$ cat config.mk
export PLATFORM = sky130hd
export DESIGN_NAME = bitonic_sort_scheduler
export DESIGN_NICKNAME = d
export VERILOG_FILES = /design/src/rtl/bitonic_sort_scheduler_pkg.sv /design/src/rtl/bitonic_sort_scheduler_frame_buffer.sv /design/src/rtl/bitonic_sort_scheduler.sv
export SDC_FILE = /design/constraint.sdc
export NUM_CORES = 1
export LEC_CHECK = 0
export CAP_MARGIN = 20
export CORE_MARGIN = 3
export CORE_UTILIZATION = 30
export CTS_CLUSTER_DIAMETER = 30
export CTS_CLUSTER_SIZE = 14
export DETAILED_ROUTE_END_ITERATION = 16
export SLEW_MARGIN = 30
export SYNTH_ARGS = -nofsm -noshare
export SYNTH_HDL_FRONTEND = slang
export SYNTH_SLANG_ARGS = --single-unit
export TNS_END_PERCENT = 50
$ cat constraint.sdc
create_clock -name clk -period 2.4 [get_ports clk]
set_input_delay 0.72 -clock clk [delete_from_list [all_inputs] [get_ports clk]]
set_output_delay 0.72 -clock clk [all_outputs]
set_load 0.05 [all_outputs]
$ cat src/rtl/bitonic_sort_scheduler_pkg.sv
`default_nettype none
// +----------------------------------------------------------------------+
// | bitonic_sched_pkg                                                    |
// | FSM state encoding, pad-value and slot-packing helpers               |
// | Rev 1.0                                                              |
// +----------------------------------------------------------------------+
package bitonic_sched_pkg;

    localparam logic [1:0] c_state_fill  = 2'd0;
    localparam logic [1:0] c_state_issue = 2'd1;
    localparam logic [1:0] c_state_wait  = 2'd2;
    localparam logic [1:0] c_state_drain = 2'd3;

    // Value that sorts to the tail under the sorter's ordering; callers slice to width.
    function automatic logic [63:0] pad_value(input int width, input bit is_signed,
                                              input bit ascending);
        logic [63:0] v;
        v = '0;
        for (int b = 0; b < 64; b++) begin
            v[b] = (b < width) ? ascending : 1'b0;
        end
        if (is_signed && width > 0) begin
            v[width-1] = ~v[width-1];
        end
        return v;
    endfunction

    function automatic int slot_lsb(input int slot, input int width);
        return slot * width;
    endfunction

endpackage
`default_nettype wire

$ cat src/rtl/bitonic_sort_scheduler_frame_buffer.sv
`default_nettype none
// +----------------------------------------------------------------------+
// | bitonic_frame_buffer                                                 |
// | N-slot data+label register file shared by the input and result frame |
// | Rev 1.0                                                              |
// +----------------------------------------------------------------------+
module bitonic_frame_buffer
    import bitonic_sched_pkg::*;
#(
    parameter int SLOT_IDX_WIDTH = 4,
    parameter int DATA_WIDTH     = 8,
    parameter int LABEL_WIDTH    = 4,
    parameter logic [DATA_WIDTH-1:0] PAD_VALUE = '1
) (
    input  logic                                          clk,
    input  logic                                          rst,
    input  logic                                          i_wr_en,
    input  logic [SLOT_IDX_WIDTH-1:0]                     i_wr_idx,
    input  logic [DATA_WIDTH-1:0]                         i_wr_data,
    input  logic [LABEL_WIDTH-1:0]                        i_wr_label,
    input  logic                                          i_load_en,
    input  logic [DATA_WIDTH*(2**SLOT_IDX_WIDTH)-1:0]     i_load_data,
    input  logic [LABEL_WIDTH*(2**SLOT_IDX_WIDTH)-1:0]    i_load_label,
    input  logic                                          i_pad_clr,
    output logic [DATA_WIDTH*(2**SLOT_IDX_WIDTH)-1:0]     o_frame_data,
    output logic [LABEL_WIDTH*(2**SLOT_IDX_WIDTH)-1:0]    o_frame_label,
    input  logic [SLOT_IDX_WIDTH-1:0]                     i_rd_idx,
    output logic [DATA_WIDTH-1:0]                         o_rd_data,
    output logic [LABEL_WIDTH-1:0]                        o_rd_label
);

    localparam int c_n_slots = 2 ** SLOT_IDX_WIDTH;

    logic [DATA_WIDTH-1:0]  w_data  [c_n_slots];
    logic [LABEL_WIDTH-1:0] w_label [c_n_slots];

    generate
        for (genvar g = 0; g < c_n_slots; g++) begin : g_slot
            localparam logic [LABEL_WIDTH-1:0] c_slot_label = LABEL_WIDTH'(g);

            logic [DATA_WIDTH-1:0]  r_data;
            logic [LABEL_WIDTH-1:0] r_label;

            // Re-padding wins over everything so a closed frame never leaks into the next.
            always_ff @(posedge clk or negedge rst) begin
                if (!rst) begin
                    r_data  <= PAD_VALUE;
                    r_label <= '0;
                end else if (i_pad_clr) begin
                    r_data  <= PAD_VALUE;
                    r_label <= c_slot_label;
                end else if (i_load_en) begin
                    r_data  <= i_load_data[slot_lsb(g, DATA_WIDTH) +: DATA_WIDTH];
                    r_label <= i_load_label[slot_lsb(g, LABEL_WIDTH) +: LABEL_WIDTH];
                end else if (i_wr_en && (i_wr_idx == SLOT_IDX_WIDTH'(g))) begin
                    r_data  <= i_wr_data;
                    r_label <= i_wr_label;
                end
            end

            assign w_data[g]  = r_data;
            assign w_label[g] = r_label;
            assign o_frame_data[slot_lsb(g, DATA_WIDTH) +: DATA_WIDTH]    = r_data;
            assign o_frame_label[slot_lsb(g, LABEL_WIDTH) +: LABEL_WIDTH] = r_label;
        end
    endgenerate

    assign o_rd_data  = w_data[i_rd_idx];
    assign o_rd_label = w_label[i_rd_idx];

endmodule
`default_nettype wire

$ cat src/rtl/bitonic_sort_scheduler.sv
`default_nettype none
// +----------------------------------------------------------------------+
// | bitonic_sort_scheduler                                               |
// | Collects a stream into a frame, issues it to a sorter, replays result|
// | Rev 1.0                                                              |
// +----------------------------------------------------------------------+
module bitonic_sort_scheduler
    import bitonic_sched_pkg::*;
#(
    parameter int LOG_INPUT_NUM = 4,
    parameter int DATA_WIDTH    = 8,
    parameter int LABEL_WIDTH   = LOG_INPUT_NUM,
    parameter int SIGNED        = 0,
    parameter int ASCENDING     = 1
) (
    input  logic                                       clk,
    input  logic                                       rst,
    input  logic                                       s_valid,
    output logic                                       s_ready,
    input  logic [DATA_WIDTH-1:0]                      s_data,
    input  logic                                       s_last,
    output logic                                       srt_x_valid,
    output logic [DATA_WIDTH*(2**LOG_INPUT_NUM)-1:0]   srt_x,
    output logic [LABEL_WIDTH*(2**LOG_INPUT_NUM)-1:0]  srt_x_label,
    input  logic                                       srt_y_valid,
    input  logic [DATA_WIDTH*(2**LOG_INPUT_NUM)-1:0]   srt_y,
    input  logic [LABEL_WIDTH*(2**LOG_INPUT_NUM)-1:0]  srt_y_label,
    output logic                                       m_valid,
    input  logic                                       m_ready,
    output logic [DATA_WIDTH-1:0]                      m_data,
    output logic [LABEL_WIDTH-1:0]                     m_label,
    output logic                                       m_last,
    output logic                                       busy
);

    localparam int c_n_slots = 2 ** LOG_INPUT_NUM;
    localparam logic [63:0] c_pad_wide = pad_value(DATA_WIDTH, SIGNED != 0, ASCENDING != 0);
    localparam logic [DATA_WIDTH-1:0] c_pad = c_pad_wide[DATA_WIDTH-1:0];
    localparam logic [LOG_INPUT_NUM:0] c_one       = (LOG_INPUT_NUM+1)'(1);
    localparam logic [LOG_INPUT_NUM:0] c_last_slot = (LOG_INPUT_NUM+1)'(c_n_slots - 1);

    logic [1:0]             r_state;
    logic [LOG_INPUT_NUM:0] r_count;
    logic [LOG_INPUT_NUM:0] r_nreal;
    logic [LOG_INPUT_NUM:0] r_idx;
    logic                   r_s_ready;
    logic                   r_x_valid;
    logic                   r_m_valid;
    logic                   r_m_last;
    logic                   r_busy;

    logic                   w_in_beat;
    logic                   w_close;
    logic                   w_capture;
    logic                   w_out_beat;
    logic                   w_done;
    logic [LOG_INPUT_NUM:0] w_idx_inc;

    // r_s_ready is only high in FILL, so it doubles as the state qualifier for input beats.
    assign w_in_beat  = s_valid & r_s_ready;
    assign w_close    = w_in_beat & (s_last | (r_count == c_last_slot));
    assign w_capture  = (r_state == c_state_wait) & srt_y_valid;
    assign w_out_beat = r_m_valid & m_ready;
    assign w_done     = w_out_beat & r_m_last;
    assign w_idx_inc  = r_idx + c_one;

    always_ff @(posedge clk or negedge rst) begin
        if (!rst) begin
            r_state   <= c_state_fill;
            r_count   <= '0;
            r_nreal   <= '0;
            r_idx     <= '0;
            r_s_ready <= 1'b1;
            r_x_valid <= 1'b0;
            r_m_valid <= 1'b0;
            r_m_last  <= 1'b0;
            r_busy    <= 1'b0;
        end else begin
            case (r_state)
                c_state_fill: begin
                    if (w_in_beat) begin
                        r_count <= r_count + c_one;
                        if (w_close) begin
                            r_nreal   <= r_count + c_one;
                            r_state   <= c_state_issue;
                            r_s_ready <= 1'b0;
                            r_x_valid <= 1'b1;
                            r_busy    <= 1'b1;
                        end
                    end
                end
                c_state_issue: begin
                    r_x_valid <= 1'b0;
                    r_state   <= c_state_wait;
                end
                c_state_wait: begin
                    if (srt_y_valid) begin
                        r_idx     <= '0;
                        r_m_valid <= 1'b1;
                        r_m_last  <= (r_nreal == c_one);
                        r_state   <= c_state_drain;
                    end
                end
                c_state_drain: begin
                    if (w_out_beat) begin
                        if (r_m_last) begin
                            r_state   <= c_state_fill;
                            r_m_valid <= 1'b0;
                            r_m_last  <= 1'b0;
                            r_count   <= '0;
                            r_s_ready <= 1'b1;
                            r_busy    <= 1'b0;
                        end else begin
                            r_idx    <= w_idx_inc;
                            r_m_last <= (w_idx_inc == (r_nreal - c_one));
                        end
                    end
                end
                default: r_state <= c_state_fill;
            endcase
        end
    end

    bitonic_frame_buffer #(
        .SLOT_IDX_WIDTH (LOG_INPUT_NUM),
        .DATA_WIDTH     (DATA_WIDTH),
        .LABEL_WIDTH    (LABEL_WIDTH),
        .PAD_VALUE      (c_pad)
    ) u_frame_buffer (
        .clk           (clk),
        .rst           (rst),
        .i_wr_en       (w_in_beat),
        .i_wr_idx      (r_count[LOG_INPUT_NUM-1:0]),
        .i_wr_data     (s_data),
        .i_wr_label    (LABEL_WIDTH'(r_count)),
        .i_load_en     (w_capture),
        .i_load_data   (srt_y),
        .i_load_label  (srt_y_label),
        .i_pad_clr     (w_done),
        .o_frame_data  (srt_x),
        .o_frame_label (srt_x_label),
        .i_rd_idx      (r_idx[LOG_INPUT_NUM-1:0]),
        .o_rd_data     (m_data),
        .o_rd_label    (m_label)
    );

    assign s_ready     = r_s_ready;
    assign srt_x_valid = r_x_valid;
    assign m_valid     = r_m_valid;
    assign m_last      = r_m_last;
    assign busy        = r_busy;

endmodule
`default_nettype wire

==> run summary <==
gr ovfl total -> 0
Seq/Total Area, Yosys -> 49.6%
DRC viols -> 0
reg2reg end -> r_nreal[3]$_DFFE_PN0P_
Tot GR Track Use -> 25.2%
final design utilization -> 52.2%
antenna-violating nets left -> 0
Area after DPL -> 16400 sq um
critical path launch point -> r_idx[0]$_DFFE_PN0P_
Final nets -> 1844
Ports -> 415
maxcap violations -> 0
fmax -> 320 MHz
Pre-Repair DR Iteration Count -> 5
Worst Hold Depth -> 2
reg2reg setup slack -> 0.31 ns
crit start category -> flip-flop
Starting DRT DRC Count -> 755
Yosys top cell area share -> 30.5%
total CTS buffers -> 55
outcome -> finished with violations
Post-Syn Nets -> 1348
TritonCTS Sinks -> 214
Final Hold Viols -> 0
initial core utilization -> 30.9%
Synth area leaders -> dfstp_2 30%, dfrtp_1 19%, a31oi_1 7.2%, nand2_1 5.8%, nor2_1 5.3%
Reg2Reg Depth -> 7
Design Area, Final -> 18800 sq um
Core Footprint -> 36000 sq um
critical path type -> reg -> out
unrepaired setup endpoints after global routing -> yes
worst path required time -> 1.68 ns
chip height -> 198 microns
final instance count without filler cells -> 2133
# rows -> 69
CP arrival -> 2.40 ns
post-synthesis instance total -> 1129
Port Buffers -> 414
Hold Crit Class -> reg -> reg
async set-reset flop share out of synthesis -> 100%
Critical Path Fanout Max -> 7
Vias/cell -> 5.33
Peak VDD IR -> 1.03 mV
flops & latches, synth -> 214
Final HPWL DP -> 38.2 mm
Post-synth EDFFs -> 0
layout cells sized above 1 -> 36.7%
Leak -> 7.68 nW
worst-margin pin slew -> 0.675 ns
wire per inst -> 24.2 microns
Yosys Warn Count -> 0
CTS tree -> done
pwr dens -> 1780 nW/um^2
post-route setup slack -> -0.722 ns
skew final -> 0.0179 ns
Max Buffers Root-to-Sink -> 3
worst rel slew slack -> 54.9%
Worst-Skew Late Latency -> 0.57 ns
DRT Wirelength -> 51.6 mm
dominant synthesized flop cell -> dfstp_2
largest net degree at the start of global routing -> 81
Area Growth Syn to Fin -> 69.1%
H-tree depth -> 2
DR vias -> 11379
worst setup path end -> m_data[4]
Worst-path clk slew -> 0.04 ns
synthesized area per cell -> 9.84 sq um
Die W -> 198 microns
Slew Limit Fails -> 0
Setup-failing EPs final -> 12
hold_ws -> 0.507 ns
clock root buffer -> clkbuf_16
GPL Wtd Cong -> 0.899
Reg-to-Reg Start -> r_count[1]$_DFFE_PN0P_
failing checks -> negative setup slack
leading area contributor after synthesis -> dfstp_2
Post-Place Cells -> 2020
first-pass GRT wire length -> 74.7 mm
Setup crit end kind -> primary output
synthesized area -> 11100 sq um
vias in the first global route -> 11506
Final period util -> 130%
post-layout min period -> 3.12 ns
initial antenna violation count -> 4
Yosys cell types -> 52
most numerous cell in the Yosys netlist -> nand2_1
Post-synth top cells -> 171 x nand2_1, 157 x nor2_1, 129 x dfstp_2, 128 x a31oi_1, 85 x dfrtp_1
Die Area -> 39400 sq um
[layout by cell type (no fill, tap or decap), drive strengths merged, types with 4 or more instances in the layout]
cell	netlist	routed
buf	76	272
clkdlybuf4s50	0	204
nand2	171	171
nor2	157	157
dfstp	129	129
a31oi	128	128
dfrtp	85	85
clkbuf	15	68
a21oi	65	65
dlygate4sd2	0	52
mux2i	51	51
o21ai	47	47
mux4	24	24
inv	21	24
a221oi	24	24
o22a	16	16
a22oi	15	15
ha	13	13
clkinv	0	13
mux2	11	11
a22o	10	10
clkinvlp	0	10
o31ai	9	9
xnor2	9	9
nand3	8	8
o2bb2ai	6	6
bufinv	0	6
o21a	5	5
diode	0	4
xor2	4	4
[per-layer routing]
| layer | global-route usage, % | up-vias | part of all wire, % |
|---|---|---|---|
| li1 | - | 5122 | - |
| met1 | 35.1 | 5610 | 43 |
| met2 | 39.6 | 569 | 46 |
| met3 | 5.50 | 76 | 8.3 |
| met4 | 7.73 | 2 | 2.6 |
| met5 | 0 | - | 0.025 |
[flip-flops by register name, summed over array words and instances (netlist names), 2 cells and up]
signal	count
r_idx	5
r_state	2
u_frame_buffer.g_slot.r_label	64
u_frame_buffer.g_slot.r_data	128
r_nreal	5
r_count	5
[how the worst min path moves through the flow]
stage	from	end
5_1_grt	u_frame_buffer.g_slot[8].r_data[6]$_DFFE_PN1P_	u_frame_buffer.g_slot[8].r_data[6]$_DFFE_PN1P_
6_report	u_frame_buffer.g_slot[1].r_data[3]$_DFFE_PN1P_	u_frame_buffer.g_slot[1].r_data[3]$_DFFE_PN1P_
4_1_cts	u_frame_buffer.g_slot[14].r_data[0]$_DFFE_PN1P_	u_frame_buffer.g_slot[14].r_data[0]$_DFFE_PN1P_
2_1_floorplan	rst	busy$_DFFE_PN0P_
3_5_place_dp	u_frame_buffer.g_slot[2].r_data[6]$_DFFE_PN1P_	u_frame_buffer.g_slot[2].r_data[6]$_DFFE_PN1P_
3_3_place_gp	r_idx[4]$_DFFE_PN0P_	r_idx[4]$_DFFE_PN0P_
[area by class of cell]
cell class                 count  area [sq um]
antenna                        4          10.0
sequential                   214          5520
clock inverter                32           377
multi-input combinational    804          5490
inverter                      21          78.8
fill                        3209         17200
tap                          461           577
timing repair buffer         529          5240
clock buffer                  68          1510
[worst max-delay path, stage by stage (launching register included)]
cell and delay, ns:
dfrtp_4 0.57, buf_6 0.17, buf_16 0.14, buf_6 0.12
mux2i_1 0.12, a221oi_2 0.33, a22oi_2 0.13, nand2_2 0.09
buf_8 0.15
[cell families after synthesis]
kind of cell,synth area share (%)
AO/OA/AOI/OAI,19.5
flip-flops,49.6
buffers and inverters,4.99
AND/OR/NAND/NOR,12.8
adder cells (fa/ha/maj),1.46
multiplexers,10.6
XOR/XNOR,1.02
[per-stage QoR]
| step | total power, W | worst slack [ns] | TNS (ns) |
|---|---|---|---|
| floorplan | 0.0183 | -0.0668 | -0.294 |
| global placement | 0.0251 | -0.586 | -10.83 |
| detailed placement | 0.0252 | -0.280 | -8.17 |
| CTS | 0.0334 | -0.775 | -8.75 |
| global route | 0.0348 | -0.831 | -9.23 |
| finish | 0.0335 | -0.722 | -8.31 |
[timing repair]
item | 4_1_cts | 5_1_grt
pin swaps | 27 | 19
hold buffers | 1 | 0
setup buffers | 5 | 0
gates resized for setup | 121 | 27
setup endpoints to repair | 64 | 12
cloned | 6 | 0
endpoints found under the hold margin | 9 | 0
[power breakdown]
part | leakage (nW) | total (W) | internal (W) | switching (W)
Clock | 0.896 | 0.00743 | 0.00508 | 0.00235
Combinational | 4.37 | 0.0180 | 0.00631 | 0.0117
Sequential | 2.42 | 0.00802 | 0.00609 | 0.00193
Note: power is estimated with default switching activity, not from simulation.
